[src/rtl/aes_core_arbiter.sv]
// Round-robin front end that time-shares a single AES-128 encrypt core
// between NREQ requesters, with a watchdog that turns a hung core into an
// error response instead of a deadlock.
//
// state | meaning
// IDLE  | searching for a requester from the rr pointer upward
// ISSUE | one-cycle start pulse to the core, watchdog cleared
// WAIT  | waiting for core_finish or watchdog expiry
// RESP  | response held until resp_ready
module aes_core_arbiter #(
  parameter int NREQ    = 4,
  parameter int IDW     = 2,
  parameter int TIMEOUT = 64
) (
  input  logic                   clk,
  input  logic                   rst,
  input  logic [NREQ-1:0]        req_valid,
  output logic [NREQ-1:0]        req_ready,
  input  logic [NREQ*128-1:0]    req_in,
  input  logic [NREQ*128-1:0]    req_key,
  output logic                   resp_valid,
  input  logic                   resp_ready,
  output logic [127:0]           resp_data,
  output logic [IDW-1:0]         resp_id,
  output logic                   resp_err,
  output logic                   core_start,
  output logic [127:0]           core_in,
  output logic [127:0]           core_key,
  input  logic                   core_finish,
  input  logic [127:0]           core_out,
  output logic                   busy
);

  localparam int WDW = $clog2(TIMEOUT + 1);
  localparam logic [IDW:0] NREQ_W = (IDW + 1)'(NREQ);
  localparam logic [IDW-1:0] LAST_ID = IDW'(NREQ - 1);

  typedef enum logic [1:0] {
    S_IDLE  = 2'd0,
    S_ISSUE = 2'd1,
    S_WAIT  = 2'd2,
    S_RESP  = 2'd3
  } state_t;

  state_t           state, state_nxt;
  logic [IDW-1:0]   rr_ptr;
  logic [IDW-1:0]   grant;
  logic             grant_vld;
  logic [IDW:0]     cand_sum;
  logic [IDW-1:0]   cand;
  logic [WDW-1:0]   wd_cnt;
  logic             wd_expired;

  // Grant search: scan offsets high to low so the nearest valid requester
  // at or above the pointer is the last (winning) assignment.
  always_comb begin
    grant     = '0;
    grant_vld = 1'b0;
    cand_sum  = '0;
    cand      = '0;
    for (int k = NREQ - 1; k >= 0; k--) begin
      cand_sum = {1'b0, rr_ptr} + (IDW + 1)'(k);
      if (cand_sum >= NREQ_W) cand_sum = cand_sum - NREQ_W;
      cand = cand_sum[IDW-1:0];
      if (req_valid[cand]) begin
        grant     = cand;
        grant_vld = 1'b1;
      end
    end
  end

  assign wd_expired = (wd_cnt == WDW'(TIMEOUT - 1));

  // State register
  always_ff @(posedge clk) begin
    if (rst) state <= S_IDLE;
    else     state <= state_nxt;
  end

  // Next-state logic; a finish in the same cycle as expiry takes priority
  always_comb begin
    state_nxt = state;
    case (state)
      S_IDLE:  if (grant_vld) state_nxt = S_ISSUE;
      S_ISSUE: state_nxt = S_WAIT;
      S_WAIT:  if (core_finish || wd_expired) state_nxt = S_RESP;
      S_RESP:  if (resp_ready) state_nxt = S_IDLE;
      default: state_nxt = S_IDLE;
    endcase
  end

  // Outputs decoded from state; the accept strobe is masked during reset
  always_comb begin
    req_ready = '0;
    if (state == S_IDLE && grant_vld && !rst) req_ready[grant] = 1'b1;
    core_start = (state == S_ISSUE);
    resp_valid = (state == S_RESP);
    busy       = (state != S_IDLE);
  end

  // Request capture, pointer advance, watchdog and response registers
  always_ff @(posedge clk) begin
    if (rst) begin
      rr_ptr    <= '0;
      core_in   <= '0;
      core_key  <= '0;
      resp_id   <= '0;
      resp_data <= '0;
      resp_err  <= 1'b0;
      wd_cnt    <= '0;
    end else begin
      case (state)
        S_IDLE: begin
          if (grant_vld) begin
            core_in  <= req_in[128*grant +: 128];
            core_key <= req_key[128*grant +: 128];
            resp_id  <= grant;
            rr_ptr   <= (grant == LAST_ID) ? '0 : grant + 1'b1;
          end
        end
        S_ISSUE: wd_cnt <= '0;
        S_WAIT: begin
          wd_cnt <= wd_cnt + 1'b1;
          if (core_finish) begin
            resp_data <= core_out;
            resp_err  <= 1'b0;
          end else if (wd_expired) begin
            resp_data <= '0;
            resp_err  <= 1'b1;
          end
        end
        default: ;
      endcase
    end
  end

endmodule

[config.mk]
export PLATFORM = sky130hd
export DESIGN_NAME = aes_core_arbiter
export DESIGN_NICKNAME = d
export VERILOG_FILES = /design/src/rtl/aes_core_arbiter.sv
export SDC_FILE = /design/constraint.sdc
export NUM_CORES = 1
export LEC_CHECK = 0
export BUFFER_PORTS_ARGS = -buffer_cell sky130_fd_sc_hd__buf_2
export CAP_MARGIN = 40
export CORE_AREA = 2 2 602 604
export CTS_CLUSTER_SIZE = 40
export DETAILED_ROUTE_END_ITERATION = 8
export DIE_AREA = 0 0 604 606
export PLACE_DENSITY_LB_ADDON = 0.08
export SLEW_MARGIN = 20
export SYNTH_ARGS = -nofsm -noshare
export SYNTH_HDL_FRONTEND = slang
export SYNTH_SLANG_ARGS = --single-unit
[constraint.sdc]
create_clock -name clk -period 3.35 [get_ports clk]
set_clock_uncertainty 0.1 [all_clocks]
set_input_delay 0.1675 -clock clk [delete_from_list [all_inputs] [get_ports clk]]
set_output_delay 0.1675 -clock clk [all_outputs]
set_load 0.01 [all_outputs]
## Word-level counts from Yosys, hierarchy flattened

Cells that the tools add are included.

- Mux-type cells: 33
- Reductions and logical operators: 12
- Div/mod/pow operators: 0
- Bitwise gates (word level): 0
- Equal/unequal tests: 8
- Add/subtract/negate cells: 9
- Order comparisons: 10
- Shifts and indexed selects: 2
- Multiply operators: 0

Operators by type and width:

| cell | number |
|---|---|
| $shiftx A512 B10 Y128 | 2 |
| $mux W128 | 2 |
| $mux W2 | 12 |
| $lt A2 B3 Y1 const B | 5 |
| $pmux W7 S2 | 1 |
| $mux W1 | 11 |
| $ge A3 B3 Y1 const B | 3 |
| $bmux W1 S2 | 4 |
| $pmux W2 S4 | 1 |
| $sub A2 B1 Y2 const B | 4 |
| $add A7 B1 Y7 const B | 1 |
| $eq A7 B6 Y1 const B | 1 |
| $add A2 B2 Y3 const B | 2 |
| $eq A2 B2 Y1 const B | 3 |
| $reduce_bool A2 Y1 | 3 |
| $mux W4 | 1 |
| $ne A2 B2 Y1 const B | 2 |
| $reduce_and A2 Y1 | 2 |
| $add A2 B1 Y3 const B | 1 |
| $ge A2 B3 Y1 const B | 1 |
| $logic_and A1 B1 Y1 | 3 |
| $reduce_and A3 Y1 | 1 |
| $add A2 B1 Y2 const B | 1 |
| $demux W1 S2 | 1 |
| other kinds (6) | 6 |

- Word-level logic and storage cells: 82
- Output and inout bits: 394
- Memories kept: 0
- Input port bits: 1160
- Register bits: 398
- Bits in latches: 0
- Memory bits (read-only): 0
- Bits in writable memories: 0

## Depth between registers and ports, before layout

Gate-level depths: netlist of run 1.

- Word-level depth: 14
- Mapped depth: 10
- Mapped depth without buffers: 6

## Worst setup path before layout of run 1

No wires, ideal clock.

- Path type: register -> register
- Start: reg rr_ptr[0]
- End: reg rr_ptr[0]
- Stages on the path, launching flop included: 11
- Clock period less this slack: 2105 ps
- Data required time: 3180 ps
- Arrival: 1935 ps
- Buffers on the path: 4
- Slack: 1245 ps
- Path through: dfxtp_1 > nand2b_1 > nor2b_1 > o22a_1 > buf_2 > buf_6 > buf_6 > buf_6 > ha_1 > or3_1 > a21oi_1

- Word-level cells in the longest chain between the ends: 11

Ends and longest elaborated chain:

| what | RTL line | text |
|---|---|---|
| start: declaration | 46 | `logic [IDW-1:0] rr_ptr;` |
| start signal: assignment | 118 | `rr_ptr <= (grant == LAST_ID) ? '0 : grant + 1'b1;` |
| $add A2 B2 Y3 | 62 | `cand_sum = {1'b0, rr_ptr} + (IDW + 1)'(k);` |
| $ge A3 B3 Y1 or $sub A2 B1 Y2 (tied branches) | 63 | `if (cand_sum >= NREQ_W) cand_sum = cand_sum - NREQ_W;` |
| $mux W2 | 63 |  |
| $bmux W1 S2 | 65 | `if (req_valid[cand]) begin` |
| $mux W1 (not written as such) | 65 |  |
| $mux W2 (4 in a row) | 65 |  |
| $add A2 B1 Y2 or $eq A2 B2 Y1 (tied branches) | 118 |  |
| $mux W2 | 118 |  |

Parallel ways exist; a longest one is shown, timed or not. The select of a mux whose other input is x is not followed.
A chain may end at the register's enable or synchronous reset.

## Worst setup path after layout of run 1

- Start: reg rr_ptr[1]
- End: reg core_key[59]

- Word-level cells in the longest chain between the ends: 10

Ends and longest elaborated chain:

| what | RTL line | text |
|---|---|---|
| $add A2 B2 Y3 | 62 |  |
| $ge A3 B3 Y1 or $sub A2 B1 Y2 (tied branches) | 63 |  |
| $mux W2 | 63 |  |
| $bmux W1 S2 | 65 |  |
| $mux W1 (not written as such) | 65 |  |
| $mux W2 or $mux W1 (tied branches) (4 in a row) | 65 |  |
| $shiftx A512 B10 Y128 or $reduce_and A2 Y1 (tied branches) | -- |  |
| end signal: assignment | 116 | `core_key <= req_key[128*grant +: 128];` |
| end: declaration | 28 | `output logic [127:0] core_key,` |

Parallel ways exist; a longest one is shown, timed or not. The select of a mux whose other input is x is not followed.

==> metrics.yaml, run 1 <==
status: "completed"
critPathLaunchType: "flip-flop"
syn_area_um2: 19300
grt_pass1_wl_um: 308000
hold_class: "in -> reg"
final_hold_viol_count: 0
cts_tree: "done"
via_per_inst: 2.98
drv_cap: 0
dr.pass1.iters: 5
synth_top_flop_cell: "dfxtp_1"
clk_pin_slew_ns: 0.06
ir_drop_uv: 327
final_antenna_net_count: 0
drc_errors: 0
finalNonFillerCells: 9591
cts_root_buffer: "clkbuf_16"
post_synth.cell_area_avg_um2: 9.94
grt_max_degree: 105
multi_input_area_um2: 10300
synth_top_area_frac: 0.412
num_vias: 28603
synthCells: 1945
setup_viol: 0
grt_antenna_before_repair: 239
die_w_um: 604
r2r_cells: 11
design_area_um2: 48200
synth_seq_cells: 398
ys_types: 36
grt.total_usage: 0.128
finalCritPeriodShare: 0.970
initial_utilization: 0.0537
hpwl_um: 211000
num_rows: 221
cp-end-kind: "flip-flop"
finalCriticalPeriod_ns: 3.25
num_io_pins: 1554
grt_pass1_vias: 29352
area_growth_pct: 149
fp.dieH_um: 606
synth_async_sr_flop_share: 0
power_leakage_nw: 20.7
cts_buffer_depth: 4
synth_fp_nets: 3112
synth_edf_count: 0
gp_congestion: 0.829
die_area_um2: 366000
tightest_slew_ns: 0.858
io_buffers: 1553
worstHoldPathCells: 3
nFillCells: 41601
cts_made_buffers: 74
seq_area_frac_synth: 0.412
layout-drive-gt1-share: 0.383
finalNetCount: 5883
fin_setup_tns_ns: 0
drt-initial-drc-count: 1363
cp.required_ns: 3.91
powerDensity_nw_per_um2: 679
cts_max_level: 3
cp.arrival_ns: 3.81
critPathKind: "reg -> reg"
yosysWarnings: 0
place_area_um2: 33400
worstPathMaxFanout: 10
clk_latency_ns: 0.80
synth_area_leaders: "dfxtp_1 41%, mux2i_1 27%, o221ai_1 12%, nand2_1 5.0%, a22oi_1 5.0%"
wl_per_cell_um: 26.0
slew_headroom: 0.428
gr-total-overflow: 0
fmax_mhz: 308
ff_latch_area_um2: 7970
dp.cells: 8213
drv_slew: 0
synth_top_cell_by_area: "dfxtp_1"
cts.sinks: 398
coreArea_um2: 360000
routed_wl_um: 250000
## cell families after synthesis
kind of cell,share of synthesized area
mux,0.267
simple gates,0.0852
compound gates,0.171
flops,0.412
buf+inv,0.0581
fa+ha+maj,0.00453
xor+xnor,0.00181
## sequential cells by signal, summed over array words and instances (netlist names)
name,cells
resp_id,2
state,2
core_key,128
core_in,128
wd_cnt,7
resp_err,1
rr_ptr,2
resp_data,128
## stage by stage
stage	power (mW)	worst slack, ns	hold WS [ns]	utilization
after floorplan	13.8	1.25	0.230	-
after global placement	21.6	0.456	0.315	0.0925
after detailed placement	21.6	0.439	0.325	0.0926
after CTS	33.0	0.0131	0.000617	0.132
after global routing	34.7	-0.00576	0.0492	0.134
final	32.7	0.101	0.0255	0.134
## where the power goes
group	leakage (nW)	internal, mW	switching (mW)
logic	16.3	8.29	9.16
clock network	1.12	4.50	3.20
registers	3.26	6.51	1.05
total	20.7	19.3	13.4
## worst paths after layout
kind                                    from           end  slack (ns)
worst max-delay path               rr_ptr[1]  core_key[59]        0.10
worst min-delay path             req_key[44]  core_key[44]        0.03
worst max register to register     rr_ptr[1]  core_key[59]        0.10
worst min register to register  core_key[35]  core_key[35]        0.35
## cell usage after synthesis (all sizes together) (6+ instances only)
cell and instances:
inv 8, nor2 140, a22oi 128, o221ai 256, ha 7, dfxtp 398, nand2 260, a21oi 6
nand2b 7, mux2i 516, buf 154, clkbuf 35
## critical path, stage by stage, from the launching register on
cell and delay [ns]:
dfxtp_2 0.35, a21o_1 0.18, a21oi_2 0.15, o22a_4 0.15
buf_12 0.15, buf_12 0.11, buf_16 0.14, buf_4 0.24
mux2i_1 0.23, dlygate4sd3_1 0.59, o221ai_1 0.12, dlygate4sd3_1 0.56
## placed cells by master, fill, tap and decap left out, types with 8 or more instances in the layout
cell           netlist  routed
a22oi_1            128     128
buf_12               0      36
buf_16               0       8
buf_2              115    1552
buf_4               21      95
clkbuf_1            35      15
clkbuf_16            0      81
clkbuf_8             0      17
dfxtp_1            398     396
diode_2              0      35
dlygate4sd3_1        0    1177
inv_1                8       8
mux2i_1            516     515
nand2_1            260     259
nor2_1             140     140
o221ai_1           256     256
## layer usage
| layer | track usage | routed length [um] | up-vias |
|---|---|---|---|
| met5 | 0 | 596 | - |
| met4 | 0.0222 | 5190 | 90 |
| met3 | 0.0358 | 16600 | 456 |
| met2 | 0.240 | 129000 | 1189 |
| met1 | 0.145 | 97600 | 13916 |
| li1 | - | - | 12952 |
## cell type report
class,instances,share of cell area
diodes,35,0.00182
clock inverters,16,0.00317
repair buffers,2884,0.446
clock buffers,106,0.0445
inverters,8,0.000623
multi-input cells,1350,0.214
well taps,4794,0.125
flip-flops and latches,398,0.165
## repair_timing
| item | CTS | global route |
|---|---|---|
| hold endpoints to repair | 391 | 1 |
| gates resized for setup | 0 | 25 |
| setup endpoints to repair | 0 | 60 |
| setup buffers | 0 | 35 |
| hold buffers | 1178 | 2 |
Power figures use the tool's default switching activity.
==> run 2: changes to the inputs <==
Settings changed: SETUP_SLACK_MARGIN set to 0.5.
==> run 2 against run 1 <==
Register-to-register slack improved by 0.51 ns. Clock power about the same. Core utilization increased by 0.13 points. Non-clock buffer count increased by 46. Largest cell class unchanged. Largest power group unchanged.
==> metrics.yaml, run 2 (synthesis results as in run 1) <==
whs_ns: 0.0760  # was 0.0255 ns
r2r-start: "rr_ptr[1]"  # unchanged
slowest_delay_ns: 0.57  # was 0.59 ns
cp_common_cell: "dlygate4sd3_1"
grt_pass1_vias: 29584  # was 29352
critPathKind: "reg -> reg"  # unchanged
grt_max_degree: 105  # unchanged
grt_util_met1: 0.149  # was 0.145
fmax_mhz: 365  # was 308 MHz
path_buf_inv: 3  # was 6
fp.dieH_um: 606  # unchanged
status: "completed"  # unchanged
reg2reg_to: "core_in[119]"  # was core_key[59]
cts.sinks: 398  # unchanged
cts_made_buffers: 74  # unchanged
clk_latency_ns: 0.80  # about the same
hold_start: "req_valid[3]"  # was req_key[44]
r2r_slack_ns: 0.61  # was 0.10 ns
initial_utilization: 0.0537  # unchanged
final_hold_viol_count: 0  # unchanged
grt_pass1_wl_um: 308000  # about the same
mostFrequentLayoutCell: "buf_2"  # unchanged
cp-end-kind: "flip-flop"  # unchanged
dp.cells: 8213  # unchanged
path_cells: "a21o_1 > a21oi_2 > o22a_4 > buf_12 > mux2i_1 > dlygate4sd3_1 > o221ai_1 > dlygate4sd3_1"  # was a21o_1 > a21oi_2 > o22a_4 > buf_12 > buf_12 > buf_16 > buf_4 > mux2i_1 > dlygate4sd3_1 > o221ai_1 > dlygate4sd3_1
cp.arrival_ns: 3.29  # was 3.81 ns
use_met3: 0.0300  # was 0.0358
hold_class: "in -> reg"  # unchanged
die_area_um2: 366000  # unchanged
cts_root_buffer: "clkbuf_16"  # unchanged
final_antenna_net_count: 0  # unchanged
cp_slowest_cell: "dlygate4sd3_1"  # unchanged
num_io_pins: 1554  # unchanged
finalCritPeriodShare: 0.818  # was 0.970
grt_most_used_layer: "met2"  # unchanged
num_rows: 221  # unchanged
wl_per_cell_um: 25.7  # was 26.0 um
r2r_cells: 8  # was 11
drc_errors: 0  # unchanged
via_per_inst: 2.97  # was 2.98
slew_headroom: 0.389  # was 0.428
cts_max_level: 3  # unchanged
num_vias: 28656  # was 28603
preCtsSetupSlack_ns: 0.439  # unchanged
drt-initial-drc-count: 1298  # was 1363
worstHoldPathCells: 6  # was 3
routed_wl_um: 248000  # was 250000 um
critPathLaunchType: "flip-flop"  # unchanged
gr-total-overflow: 0  # unchanged
worstPathMaxFanout: 12  # was 10
grt_antenna_before_repair: 217  # was 239
largestRegisters: "core_in x128, core_key x128, resp_data x128"  # unchanged
die_w_um: 604  # unchanged
io_buffers: 1553  # unchanged
drv_cap: 0  # unchanged
drv_slew: 0  # unchanged
setup_viol: 0  # unchanged
power_leakage_nw: 20.7  # about the same
dr.pass1.iters: 5  # unchanged
mostFrequentLayoutCells: "1552 x buf_2, 1253 x dlygate4sd3_1, 516 x mux2i_1"  # was 1552 x buf_2, 1177 x dlygate4sd3_1, 515 x mux2i_1
ir_drop_uv: 331  # was 327 uV
clk_pin_slew_ns: 0.05  # was 0.06 ns
layout-drive-gt1-share: 0.374  # was 0.383
cts_buffer_depth: 4  # unchanged
use_met2: 0.239  # was 0.240
fin_setup_tns_ns: 0  # unchanged
finalNonFillerCells: 9651  # was 9591
setup_ws_ns: 0.610  # was 0.101 ns
cp_top_family: "buffers and inverters"  # unchanged
powerDensity_nw_per_um2: 633  # was 679 nW/um^2
hpwl_um: 211000  # unchanged
cp.required_ns: 3.90  # was 3.91 ns
coreArea_um2: 360000  # unchanged
finalNetCount: 5929  # was 5883
finalCriticalPeriod_ns: 2.74  # was 3.25 ns
whs_endpoint: "rr_ptr[1]"  # was core_key[44]
area_growth_pct: 152  # was 149%
gp_congestion: 0.829  # unchanged
cts_tree: "done"  # unchanged
tightest_slew_ns: 0.917  # was 0.858 ns
grt.total_usage: 0.128  # about the same
rsz0062_at_grt: "true"
==> run 2: per-layer routing <==
metal  part of all wire  up-vias  routed length (um)
li1                   -    13059                   -
met2               0.52     1149              129000
met4              0.021       80                5170
met1               0.40    13988               99200
met5             0.0021        -                 517
met3              0.057      380               14200
==> run 2: how the worst max path moves through the flow <==
stage                 startpoint             to  slack, ns  depth (start not counted)
global route           wd_cnt[0]  resp_data[66]       0.44                          8
floorplan              rr_ptr[0]      rr_ptr[0]       1.25                         10
CTS                    rr_ptr[1]   req_ready[3]       0.46                          7
finish                 rr_ptr[1]   core_in[119]       0.61                          8
detailed placement  req_valid[1]   core_in[115]       0.44                          8
global placement    req_valid[1]    core_key[2]       0.46                          8
==> run 2: per-stage QoR <==
| stage | power (mW) | instance area [um^2] | utilization |
|---|---|---|---|
| after floorplan | 13.8 | 19300 | - |
| after global placement | 21.6 | 33300 | 0.0925 |
| after detailed placement | 21.6 | 33400 | 0.0926 |
| after CTS | 31.6 | 48300 | 0.134 |
| after global routing | 32.7 | 48600 | 0.135 |
| final | 30.8 | 48700 | 0.135 |
==> run 2: power breakdown <==
group	switching [mW]	internal, mW
registers	1.04	6.51
clock network	3.18	4.50
logic	8.92	6.64
==> run 2: cell type report <==
class / count / area (um^2)
fill: 41424 / 312000
sequential: 398 / 7970
clock buffer: 106 / 2140
clock inverter: 16 / 153
inverter: 8 / 30.0
antenna: 49 / 123
timing repair buffer: 2930 / 21900
tap: 4794 / 6000
multi-input combinational: 1350 / 10300
==> run 2: repair_timing <==
action,4_1_cts,5_1_grt
buffers inserted,2,7
resized for setup,14,17
gates cloned,0,5
hold endpoints to repair,391,0
hold buffers,1253,0
setup endpoints to repair,4,54
pin swaps,1,1
==> run 2: worst reg2reg max path, cell delays in order, from the launching register on <==
cell and delay, ns:
dfxtp_2 0.35, a21o_1 0.19, a21oi_2 0.16, o22a_4 0.19, buf_12 0.17, mux2i_1 0.20, dlygate4sd3_1 0.57, o221ai_1 0.10
dlygate4sd3_1 0.57
